**src/rtl/cpu_clock_controller_pkg.sv**
```systemverilog
// Shared encodings for the CPU clock controller: requested modes, controller states,
// and the mapping from a requested mode to the state it selects.
package cpu_clock_controller_pkg;

   localparam logic [1:0] MODE_HALT = 2'b00;
   localparam logic [1:0] MODE_RUN  = 2'b01;
   localparam logic [1:0] MODE_STEP = 2'b10;

   typedef enum logic [1:0] {
      ST_HALTED   = 2'b00,
      ST_RUNNING  = 2'b01,
      ST_STEPPING = 2'b10,
      ST_TRAPPED  = 2'b11
   } cpuState_t;

   // Mode 11 is an alias for HALT.
   function automatic cpuState_t modeTarget(input logic [1:0] mode);
      case (mode)
         MODE_RUN:  return ST_RUNNING;
         MODE_STEP: return ST_STEPPING;
         default:   return ST_HALTED;
      endcase
   endfunction

endpackage

```
**src/rtl/cpu_clock_controller_step_debouncer.sv**
```systemverilog
// Step button conditioning: 2-FF synchronizer, then a level that only changes after
// DEBOUNCE_CYCLES consecutive samples disagree with it; Rise pulses one cycle on a 0->1 change.
module step_debouncer #(
   parameter int DEBOUNCE_CYCLES = 50000,
   parameter int DB_WIDTH        = 16
) (
   input  logic Clk,
   input  logic Rst_n,
   input  logic RawIn,
   output logic Level,
   output logic Rise
);

   localparam logic [DB_WIDTH-1:0] CNT_LAST = DB_WIDTH'(DEBOUNCE_CYCLES - 1);

   logic                sync1;
   logic                sync2;
   logic [DB_WIDTH-1:0] stableCnt;

   always_ff @(posedge Clk or negedge Rst_n) begin
      if (!Rst_n) begin
         sync1     <= 1'b0;
         sync2     <= 1'b0;
         stableCnt <= '0;
         Level     <= 1'b0;
         Rise      <= 1'b0;
      end else begin
         sync1 <= RawIn;
         sync2 <= sync1;
         Rise  <= 1'b0;
         // stableCnt counts consecutive samples that disagree with the accepted level
         if (sync2 == Level) begin
            stableCnt <= '0;
         end else if (stableCnt == CNT_LAST) begin
            stableCnt <= '0;
            Level     <= sync2;
            Rise      <= sync2;
         end else begin
            stableCnt <= stableCnt + DB_WIDTH'(1);
         end
      end
   end

endmodule

```
**src/rtl/cpu_clock_controller.sv**
```systemverilog
// Generates the single-cycle CPU enable from the board clock: halt, divided free-run,
// or debounced single-step; CpuEn, CpuClkOut and CycleCount all update from one registered condition.
module cpu_clock_controller
   import cpu_clock_controller_pkg::*;
#(
   parameter int DIV_WIDTH       = 13,
   parameter int DEFAULT_DIV     = 2500,
   parameter int DEBOUNCE_CYCLES = 50000,
   parameter int DB_WIDTH        = 16
) (
   input  logic                 Clk,
   input  logic                 Rst_n,
   input  logic [DIV_WIDTH-1:0] DivVal,
   input  logic                 DivLoad,
   input  logic [1:0]           Mode,
   input  logic                 StepBtn,
   input  logic                 HaltReq,
   output logic                 CpuEn,
   output logic                 CpuClkOut,
   output logic [1:0]           State,
   output logic [31:0]          CycleCount
);

   cpuState_t            curState;
   logic [DIV_WIDTH-1:0] divReg;
   logic [DIV_WIDTH-1:0] preCnt;
   logic                 stepLevel;
   logic                 stepRise;
   logic                 tick;
   logic                 stepFire;
   logic                 fire;

   step_debouncer #(
      .DEBOUNCE_CYCLES(DEBOUNCE_CYCLES),
      .DB_WIDTH       (DB_WIDTH)
   ) u_stepDebouncer (
      .Clk  (Clk),
      .Rst_n(Rst_n),
      .RawIn(StepBtn),
      .Level(stepLevel),
      .Rise (stepRise)
   );

   assign State    = curState;
   assign tick     = (curState == ST_RUNNING) && (preCnt == divReg - DIV_WIDTH'(1));
   assign stepFire = stepRise && stepLevel && (curState == ST_STEPPING);
   assign fire     = (tick || stepFire) && !HaltReq;

   // The divisor register never holds 0, so divReg-1 is always a reachable count.
   always_ff @(posedge Clk or negedge Rst_n) begin
      if (!Rst_n) begin
         divReg <= DIV_WIDTH'(DEFAULT_DIV);
         preCnt <= '0;
      end else if (DivLoad) begin
         divReg <= (DivVal == '0) ? DIV_WIDTH'(1) : DivVal;
         preCnt <= '0;
      end else if (curState != ST_RUNNING || tick) begin
         preCnt <= '0;
      end else begin
         preCnt <= preCnt + DIV_WIDTH'(1);
      end
   end

   always_ff @(posedge Clk or negedge Rst_n) begin
      if (!Rst_n) begin
         curState   <= ST_HALTED;
         CpuEn      <= 1'b0;
         CpuClkOut  <= 1'b0;
         CycleCount <= '0;
      end else begin
         CpuEn <= fire;
         if (fire) begin
            CpuClkOut  <= ~CpuClkOut;
            CycleCount <= CycleCount + 32'd1;
         end
         case (curState)
            ST_TRAPPED: begin
               if (modeTarget(Mode) == ST_HALTED) curState <= ST_HALTED;
            end
            ST_RUNNING, ST_STEPPING: begin
               curState <= HaltReq ? ST_TRAPPED : modeTarget(Mode);
            end
            default: begin
               curState <= modeTarget(Mode);
            end
         endcase
      end
   end

endmodule
```
**config.mk**
```make
export PLATFORM = sky130hd
export DESIGN_NAME = cpu_clock_controller
export DESIGN_NICKNAME = d
export VERILOG_FILES = /design/src/rtl/cpu_clock_controller_pkg.sv /design/src/rtl/cpu_clock_controller_step_debouncer.sv /design/src/rtl/cpu_clock_controller.sv
export SDC_FILE = /design/constraint.sdc
export NUM_CORES = 1
export LEC_CHECK = 0
export CAP_MARGIN = 5
export CORE_MARGIN = 3
export CORE_UTILIZATION = 55
export DETAILED_ROUTE_END_ITERATION = 12
export HOLD_SLACK_MARGIN = 0.03
export PLACE_DENSITY = 0.89
export SETUP_SLACK_MARGIN = 0.5
export SLEW_MARGIN = 20
export SYNTH_ARGS = -nofsm -noshare
export SYNTH_HDL_FRONTEND = slang
export SYNTH_SLANG_ARGS = --single-unit
```
**constraint.sdc**
```tcl
create_clock -name Clk -period 3.1 [get_ports Clk]
set_input_delay 0.31 -clock Clk [delete_from_list [all_inputs] [get_ports Clk]]
set_output_delay 0.31 -clock Clk [all_outputs]
set_load 0.02 [all_outputs]
```
==> flow_metrics.py, run 1 <==
metrics = {
    "cts": {
        "clk_pin_slew_ps": 80,
        "h-tree-depth": 3,
        "clkSinkCount": 82,
        "cts_tree": "yes",
        "cts_root_buf": "clkbuf_8",
        "numCtsBuffers": 9,
        "cts_hold_buf": 0,
        "clk_latency_ps": 360,
        "clockBufferDepth": 2,
    },
    "synth": {
        "synth_nets": 435,
        "synth_top_area_share_pct": 46.04,
        "ys.flop_type": "dfrtp_1",
        "synth_area_leaders": "dfrtp_1, xor2_1, xnor2_1",
        "ys_seq_area_share_pct": 49.18,
        "ys_top_cells_by_count": "dfrtp_1, nor2_1, xor2_1, xnor2_1, nand2_1",
        "async_flop_share_pct": 100.0,
        "synth.yosys.warnings": 0,
        "yosysTopAreaCell": "dfrtp_1",
        "synth_edf_count": 0,
        "netlist_instances": 405,
        "syn_area_um2": 4185,
        "synth_seq_cells": 82,
        "synth_cell_types": 42,
        "avgSynthCellArea_um2": 10.33,
        "yosys.cell_count.top_type": "dfrtp_1",
    },
    "setup_path": {
        "cp-start-kind": "register",
        "endpoint_kind": "register",
        "worstPathRequired_ps": 3350,
        "worstPathArrival_ps": 2940,
        "path_class": "reg2reg",
        "critPathMaxFanout": 13,
    },
    "finish": {
        "antenna_cells": 0,
        "fin_cells": 576,
        "design_area_um2": 5304,
        "drive_gt1_share_pct": 15.09,
        "area_growth_pct": 26.73,
        "nNetsFinal": 502,
    },
    "timing": {
        "hold_viol": 8,
        "setup_tns_ps": 0,
        "fin_crit_sh_pct": 86.90,
        "setup-violations-final": 0,
        "tightest_slew_ps": 742.9,
        "max_clock_freq_mhz": 371.2,
        "slew_violations": 0,
        "finClkSkew_ps": 6.558,
        "holdWs_ps": -18.51,
        "maxSlewHeadroom_pct": 50.32,
        "finalCriticalPeriod_ps": 2694,
        "rsz0062_at_grt": "true",
    },
    "floorplan": {
        "boundaryPins": 56,
        "die_height_um": 93.23,
        "initial_core_util_pct": 57.09,
        "die-area_um2": 8692,
        "core_area_um2": 7331,
        "rows": 31,
        "dieWidth_um": 93.23,
    },
    "placement": {
        "place_area_um2": 4825,
        "gp_congestion": 0.8937,
        "placed_cells": 551,
        "hpwl_mm": 6.548,
        "numPortBuffers": 55,
    },
    "outcome": {
        "status": "finished, violations left",
        "violations": "negative hold slack",
    },
    "global_route": {
        "grt_max_degree": 83,
        "grt_pass1_wl_mm": 16.36,
        "grt_usage_pct": 23.79,
        "antenna_found_initial": 0,
        "grt_overflow": 0,
        "grt_pass1_vias": 3349,
    },
    "power": {
        "peakVddDrop_mv": 0.2999,
        "power.density_nw_per_um2": 433.4,
        "leakage_nw": 2.355,
    },
    "detailed_routing": {
        "avgViaCountPerCell": 5.811,
        "drt_first_pass_iters": 4,
        "remaining_drc_errors": 0,
        "ant_nets": 0,
        "wl_mm": 10.40,
        "wl_per_cell_um": 18.06,
        "drt-initial-drc-count": 288,
        "via_count": 3347,
    },
    "run": {
        "drv_cap": 0,
    },
    "min_path": {
        "min_path_type": "in2async",
    },
}
-- where the power goes --
part | internal (W) | total (W) | leakage (nW) | switching [W]
Clock | 0.000359 | 0.000747 | 0.0960 | 0.000388
Combinational | 0.000170 | 0.000358 | 1.20 | 0.000188
Sequential | 0.00112 | 0.00119 | 1.06 | 0.0000721
-- per-layer routing --
layer	global-route usage, %	share of wire [%]	vias up	wire length (um)
met2	39.13	51	144	5313
met4	8.791	2.3	0	235
met3	5.229	5.2	25	545
met1	30.86	41	1652	4306
met5	0	0	-	0
li1	-	-	1526	-
-- sequential cells by signal (all words and copies together), names as in the netlist --
name and flops:
CpuClkOut 1, CpuEn 1, CycleCount 32, State 2
divReg 13, preCnt 13, u_stepDebouncer.Level 1, u_stepDebouncer.Rise 1
u_stepDebouncer.stableCnt 16, u_stepDebouncer.sync1 1, u_stepDebouncer.sync2 1
-- worst paths after layout --
kind / startpoint / endpoint / slack [ps] / cells past startpoint
max: divReg[0] / CycleCount[28] / 410 / 10
min: Rst_n / divReg[12] / -20 / 1
max reg2reg: divReg[0] / CycleCount[28] / 410 / 10
min reg2reg: u_stepDebouncer.sync1 / u_stepDebouncer.sync2 / 360 / 0
max in group asynchronous: Rst_n / divReg[3] / 2600 / 1
min in group Clk: u_stepDebouncer.sync1 / u_stepDebouncer.sync2 / 360 / 0
-- placed cells by master, fill, tap and decap left out, types with 2 or more instances in the layout --
cell	instances
nor2b_1	2
and4_1	3
nand4_1	15
buf_4	8
mux2_2	11
o22ai_1	3
and3_1	17
nor3b_1	2
dfstp_2	5
clkdlybuf4s50_1	54
nor4_4	4
nor3_1	4
ha_1	9
inv_2	2
xor2_1	42
nor3_4	3
clkbuf_8	12
nor2_1	52
a31oi_1	2
nand2_1	28
nor4_1	3
a21oi_1	2
xnor2_1	34
dfrtp_1	77
nand3_1	25
o21ai_0	7
buf_12	2
nand2b_1	2
inv_1	10
nand3b_1	3
and2_1	2
nor3_2	4
-- per-stage QoR --
| stage | hold slack, ps | total power (W) | setup WS [ps] | utilization (%) |
|---|---|---|---|---|
| 6_report | -18.51 | 0.002299 | 406.0 | 72.35 |
| 3_3_place_gp | 337.0 | 0.001506 | 351.3 | 65.81 |
| 5_1_grt | 36.32 | 0.002392 | 326.3 | 72.35 |
| 3_5_place_dp | 341.9 | 0.001520 | 146.5 | 65.81 |
| 4_1_cts | 158.2 | 0.002276 | 480.7 | 70.10 |
| 2_1_floorplan | 14.41 | 0.001373 | 601.9 | - |
-- cells by family after synthesis --
family                     count (synthesis)  synth area share [%]
xor gates and xnor gates                  77                 16.11
adders and majority gates                 10                 2.990
AOI/OAI and AO/OA                         23                 3.647
DFF                                       82                 49.18
buffers and inverters                     22                 2.212
muxes                                     11                 2.960
and+or+nand+nor                          180                 22.90
-- critical path, cell delays in order, from the launching register on --
cell	delay (ps)
dfrtp_1	430
or4_4	570
o21ai_4	180
buf_4	130
o22ai_1	70
a31oi_1	150
and4bb_2	290
a21oi_4	240
inv_2	180
and3_1	190
xor2_1	140
-- layout make-up --
cell class	instances	area [um^2]
clock buffer	13	168.9
clock inverter	3	21.27
fill	457	2027
inverter	12	45.04
multi-input combinational	301	2210
sequential	82	2058
tap	99	123.9
timing repair buffer	66	676.9
-- timing repair --
item | 4_1_cts | 5_1_grt
buffers inserted | 5 | 3
gates cloned | 0 | 1
endpoints found under the setup margin | 44 | 44
pin swaps | 3 | 14
resized for setup | 17 | 18
Power figures use the tool's default switching activity.
==> run 2: changes to the inputs <==
MAX_ROUTING_LAYER = met4   (was default)
==> run 2 against run 1 <==
Compared with the run above:
- the run still ends with negative hold slack left
- highest routed layer unchanged
- fmax up 1.8%
- combinational power down 1%
- global-route usage up 0.71 points
- via count down 0.15%
- utilization up 0.41 points
- largest power group unchanged
- worst setup slack better by 49 ps
- final area up 0.57%
- die area unchanged
- count of clock-buffer cells in the layout unchanged
- non-clock buffer count down 1
==> flow_metrics.py, run 2 (synthesis gave the netlist of run 1 again) <==
metrics = {
    "outcome": {
        "status": "finished, violations left",
        "violations": "negative hold slack",
    },
    "power": {
        "internal-power_w": 0.001650,
        "pwr-share-seq_pct": 52.1,
        "combPwrFrac_pct": 15.5,
        "netSwitchingPower_w": 0.0006410,
        "leakage_nw": 2.370,
        "peakVddDrop_mv": 0.2907,
        "total_power_w": 0.002291,
        "p_sw_share_pct": 27.98,
        "clkPwrFrac_pct": 32.4,
        "power.density_nw_per_um2": 429.5,
    },
    "setup_path": {
        "cp-start-kind": "register",
        "ff2ff_setup_slack_ps": 450,
        "max_stage_delay_ps": 570,
        "worstPathArrival_ps": 2890,
        "worstPathRequired_ps": 3350,
        "critPathLaunch": "divReg[0]",
        "critPathMaxFanout": 13,
        "endpoint_kind": "register",
        "crit_chain": "or4_4, o21ai_4, a21oi_2, a2111oi_2, and4bb_2, a21oi_4, inv_2, mux2_2",
        "path_class": "reg2reg",
        "slowest_stage": "or4_4",
        "r2r-start": "divReg[0]",
        "cp_top_family": "simple AND/OR/NAND/NOR gates",
        "critPathBufInv": 1,
    },
    "global_route": {
        "grt_overflow": 0,
        "grt_usage_pct": 24.51,
        "grt_pass1_vias": 3340,
        "grt_max_degree": 83,
        "antenna_found_initial": 0,
        "grt_pass1_wl_mm": 16.35,
    },
    "finish": {
        "antenna_cells": 0,
        "drive_gt1_share_pct": 16.60,
        "nNetsFinal": 501,
        "reg.largest.list": "CycleCount (32), u_stepDebouncer.stableCnt (16)",
        "layout_common_cells": "dfrtp_1, clkdlybuf4s50_1, nor2_1",
        "seq_area_um2": 2058,
        "layout_commonest_cell": "dfrtp_1",
        "top_register": "CycleCount",
        "area_growth_pct": 27.44,
        "largest_reg_flops": 32,
        "multi_input_area_um2": 2247,
        "n_fill_cell": 455,
    },
    "floorplan": {
        "dieWidth_um": 93.23,
        "rows": 31,
        "boundaryPins": 56,
        "die-area_um2": 8692,
        "initial_core_util_pct": 57.09,
        "die_height_um": 93.23,
        "core_area_um2": 7331,
    },
    "timing": {
        "tightest_slew_ps": 744.9,
        "setup_slack_ps": 454.8,
        "finClkSkew_ps": 9.770,
        "finalCriticalPeriod_ps": 2645,
        "setup_tns_ps": 0,
        "setup-violations-final": 0,
        "holdWs_ps": -29.33,
        "maxSlewHeadroom_pct": 50.34,
        "rsz0062_at_grt": "true",
        "slew_violations": 0,
        "hold_viol": 12,
        "max_clock_freq_mhz": 378.1,
        "fin_crit_sh_pct": 85.33,
    },
    "cts": {
        "clk_latency_ps": 360,
        "numCtsBuffers": 9,
        "clockBufferDepth": 2,
        "clk_pin_slew_ps": 80,
        "h-tree-depth": 3,
        "clkSinkCount": 82,
        "cts_tree": "yes",
        "cts_root_buf": "clkbuf_8",
    },
    "detailed_routing": {
        "via_count": 3342,
        "drt_first_pass_iters": 5,
        "avgViaCountPerCell": 5.812,
        "ant_nets": 0,
        "remaining_drc_errors": 0,
        "wl_per_cell_um": 17.58,
        "wl_mm": 10.11,
        "drt-initial-drc-count": 247,
    },
    "min_path": {
        "min_path_type": "in2async",
    },
    "placement": {
        "gp_congestion": 0.9087,
        "numPortBuffers": 55,
        "pre_cts_ws_ps": 146.5,
        "hpwl_mm": 6.548,
    },
    "run": {
        "drv_cap": 0,
    },
}
[run 2: cell count changes in the layout (fill, tap and decap cells not counted), sizes merged]
cell and change:
buf -1
[run 2: power groups by stage]
stage | Sequential, W | Combinational (W) | Clock, W
finish | 0.00119 | 0.000354 | 0.000742
global route | 0.00120 | 0.000387 | 0.000799
CTS | 0.00119 | 0.000328 | 0.000757
detailed placement | 0.00121 | 0.000311 | 0
global placement | 0.00120 | 0.000301 | 0
floorplan | 0.00122 | 0.000154 | 0
[run 2: cell type report]
class | instances | share of cell area [%]
inverters | 12 | 0.8445
clock buffers | 13 | 3.167
flip-flops and latches | 82 | 38.59
clock inverters | 3 | 0.3988
multi-input cells | 301 | 42.13
well taps | 99 | 2.322
repair buffers | 65 | 12.55
[run 2: timing repair]
action	4_1_cts	5_1_grt
cloned	0	1
resized for setup	17	27
setup endpoints to repair	44	44
setup buffers	5	2
hold buffers	0	0
pin swaps	3	20
[run 2: final timing paths]
check | cells past startpoint | end
worst max register to register | 8 | CycleCount[1]
max in group asynchronous | 1 | u_stepDebouncer.stableCnt[13]
worst min register to register | 0 | u_stepDebouncer.sync2
worst max-delay path | 8 | CycleCount[1]
min in group Clk | 0 | u_stepDebouncer.sync2
worst min-delay path | 1 | divReg[5]
[run 2: through the flow]
stage	area, um^2	util, %	instances
floorplan	4185	-	405
global placement	4825	65.81	551
detailed placement	4825	65.81	551
CTS	5139	70.10	572
global route	5334	72.76	575
finish	5334	72.76	575
[run 2: layer usage]
layer	vias to the layer above	routed length, um	track usage (%)
li1	1523	-	-
met1	1643	4178	30.91
met2	145	5084	39.13
met3	31	555	5.632
met4	0	288	8.425
met5	-	0	-
==> run 3: changes to the inputs <==
CORE_MARGIN = 2   (was 3)
==> run 3 against run 2 <==
Compared with the run above:
- fmax fell by 6.0%
- clock power rose by 11%
- count of clock-buffer cells in the layout fell by 4
- die area fell by 4.2%
- combinational power rose by 2%
- first-iteration DRC count rose by 19%
- sequential share of layout area fell by 0.16 points
- via count rose by 1.5%
- clock skew rose by 11 ps
- utilization rose by 0.70 points
- the run still ends with negative hold slack left
- largest cell class unchanged
==> flow_metrics.py, run 3 (synthesis gave the netlist of run 1 again) <==
metrics = {
    "outcome": {
        "violations": "negative hold slack",
        "status": "finished, violations left",
    },
    "finish": {
        "largest_reg_flops": 32,
        "nNetsFinal": 507,
        "reg.largest.list": "CycleCount (32), u_stepDebouncer.stableCnt (16)",
        "drive_gt1_share_pct": 16.60,
        "area_growth_pct": 27.98,
        "layout_commonest_cell": "dfrtp_1",
        "n_fill_cell": 478,
        "antenna_cells": 0,
        "layout_common_cells": "dfrtp_1, clkdlybuf4s50_1, nor2_1",
        "top_register": "CycleCount",
    },
    "detailed_routing": {
        "via_count": 3391,
        "wl_per_cell_um": 17.91,
        "avgViaCountPerCell": 5.836,
        "drt_first_pass_iters": 5,
        "wl_mm": 10.41,
        "ant_nets": 0,
        "drt-initial-drc-count": 294,
        "remaining_drc_errors": 0,
    },
    "placement": {
        "gp_congestion": 0.9304,
        "hpwl_mm": 6.534,
        "numPortBuffers": 55,
    },
    "power": {
        "peakVddDrop_mv": 0.2909,
        "pwr-share-seq_pct": 50.2,
        "p_sw_share_pct": 29.23,
        "total_power_w": 0.002377,
        "leakage_nw": 2.395,
        "power.density_nw_per_um2": 443.8,
        "netSwitchingPower_w": 0.0006948,
        "internal-power_w": 0.001682,
        "combPwrFrac_pct": 15.1,
        "clkPwrFrac_pct": 34.7,
    },
    "timing": {
        "setup-violations-final": 0,
        "tightest_slew_ps": 734.7,
        "rsz0062_at_grt": "true",
        "slew_violations": 0,
        "hold_viol": 37,
        "finClkSkew_ps": 20.35,
        "maxSlewHeadroom_pct": 51.02,
        "setup_tns_ps": 0,
        "holdWs_ps": -47.54,
        "fin_crit_sh_pct": 90.80,
        "max_clock_freq_mhz": 355.3,
        "finalCriticalPeriod_ps": 2815,
    },
    "setup_path": {
        "crit_chain": "or4_4, o21ai_4, a21oi_2, a2111oi_2, and4bb_2, a21oi_4, buf_4, nor4_4, xor2_1",
        "cp-start-kind": "register",
        "critPathMaxFanout": 7,
        "path_depth": 9,
        "slowest_stage": "or4_4",
        "r2r_cells": 9,
        "critPathBufInv": 1,
        "worstPathRequired_ps": 3390,
        "max_stage_delay_ps": 540,
        "path_class": "reg2reg",
        "timing.rr.end": "CycleCount[26]",
        "r2r-start": "divReg[0]",
        "ff2ff_setup_slack_ps": 290,
        "cp_top_family": "simple AND/OR/NAND/NOR gates",
        "endpoint_kind": "register",
        "worstPathArrival_ps": 3100,
    },
    "run": {
        "drv_cap": 0,
    },
    "min_path": {
        "min_path_type": "in2async",
    },
    "floorplan": {
        "die_height_um": 91.23,
        "core_area_um2": 7292,
        "rows": 31,
        "boundaryPins": 56,
        "initial_core_util_pct": 57.40,
        "dieWidth_um": 91.23,
        "die-area_um2": 8323,
    },
    "cts": {
        "h-tree-depth": 3,
        "cts_tree": "yes",
        "clk_latency_ps": 370,
        "numCtsBuffers": 9,
        "clk_pin_slew_ps": 90,
        "clockBufferDepth": 2,
        "cts_root_buf": "clkbuf_8",
        "clkSinkCount": 82,
    },
    "global_route": {
        "grt_max_degree": 83,
        "antenna_found_initial": 0,
        "grt_overflow": 0,
        "grt_usage_pct": 26.41,
        "grt_pass1_wl_mm": 16.88,
        "grt_pass1_vias": 3430,
    },
}
[run 3: cell count changes in the layout (fill, tap and decap cells not counted), moves of 2 or more]
cell      previous run  this run
nor2_2               4         0
buf_4                7        13
clkbuf_8            12         9
nor2_1              48        52
nor3_2               6         4
inv_6                1         6
[run 3: power groups by stage]
stage / clock network (W) / logic, W / registers, W
after floorplan: 0 / 0.000154 / 0.00122
after global placement: 0 / 0.000302 / 0.00120
after detailed placement: 0 / 0.000316 / 0.00121
after CTS: 0.000831 / 0.000337 / 0.00119
after global routing: 0.000885 / 0.000391 / 0.00120
final: 0.000824 / 0.000360 / 0.00119
[run 3: per-layer routing]
metal,track usage (%),part of all wire (%),vias to the layer above
met1,31.22,40,1671
met4,11.36,3.1,0
met3,5.228,5.6,35
met2,44.07,52,155
met5,-,0,-
li1,-,-,1530
[run 3: stage by stage]
stage,setup WS (ps),std cells,utilization [%],hold slack [ps],instance area [um^2]
finish,285.3,581,73.46,-47.54,5356
global route,233.7,581,73.46,37.16,5356
CTS,437.4,579,71.96,145.8,5248
detailed placement,62.69,551,66.16,358.2,4825
global placement,271.2,551,66.16,344.6,4825
floorplan,601.9,405,-,14.41,4185
[run 3: layout make-up]
type                       instances  area (um^2)  area share [%]
multi-input combinational        301         2223           41.51
sequential                        82         2058           38.43
timing repair buffer              71        695.7           12.99
clock buffer                       9        123.9           2.313
tap                               99        123.9           2.313
clock inverter                     7        82.58           1.542
inverter                          12        48.80          0.9110
[run 3: worst max-delay path by stage]
stage | from | endpoint | slack [ps]
global placement | divReg[0] | CycleCount[1] | 270
detailed placement | divReg[0] | CycleCount[28] | 60
finish | divReg[0] | CycleCount[26] | 290
floorplan | divReg[0] | CycleCount[7] | 600
global route | divReg[0] | CycleCount[26] | 230
CTS | divReg[0] | CycleCount[7] | 440
[run 3: worst reg2reg max path: stages (launching register included)]
cell and delay, ps:
dfrtp_1 440, or4_4 540, o21ai_4 180, a21oi_2 80, a2111oi_2 360, and4bb_2 330
a21oi_4 120, buf_4 200, nor4_4 310, xor2_1 190
[run 3: timing repair]
action                                  CTS  global route
pin swaps                                 8            16
endpoints found under the setup margin   47            44
buffers inserted                         12             2
gates resized for setup                  23            16
hold buffers                              0             0
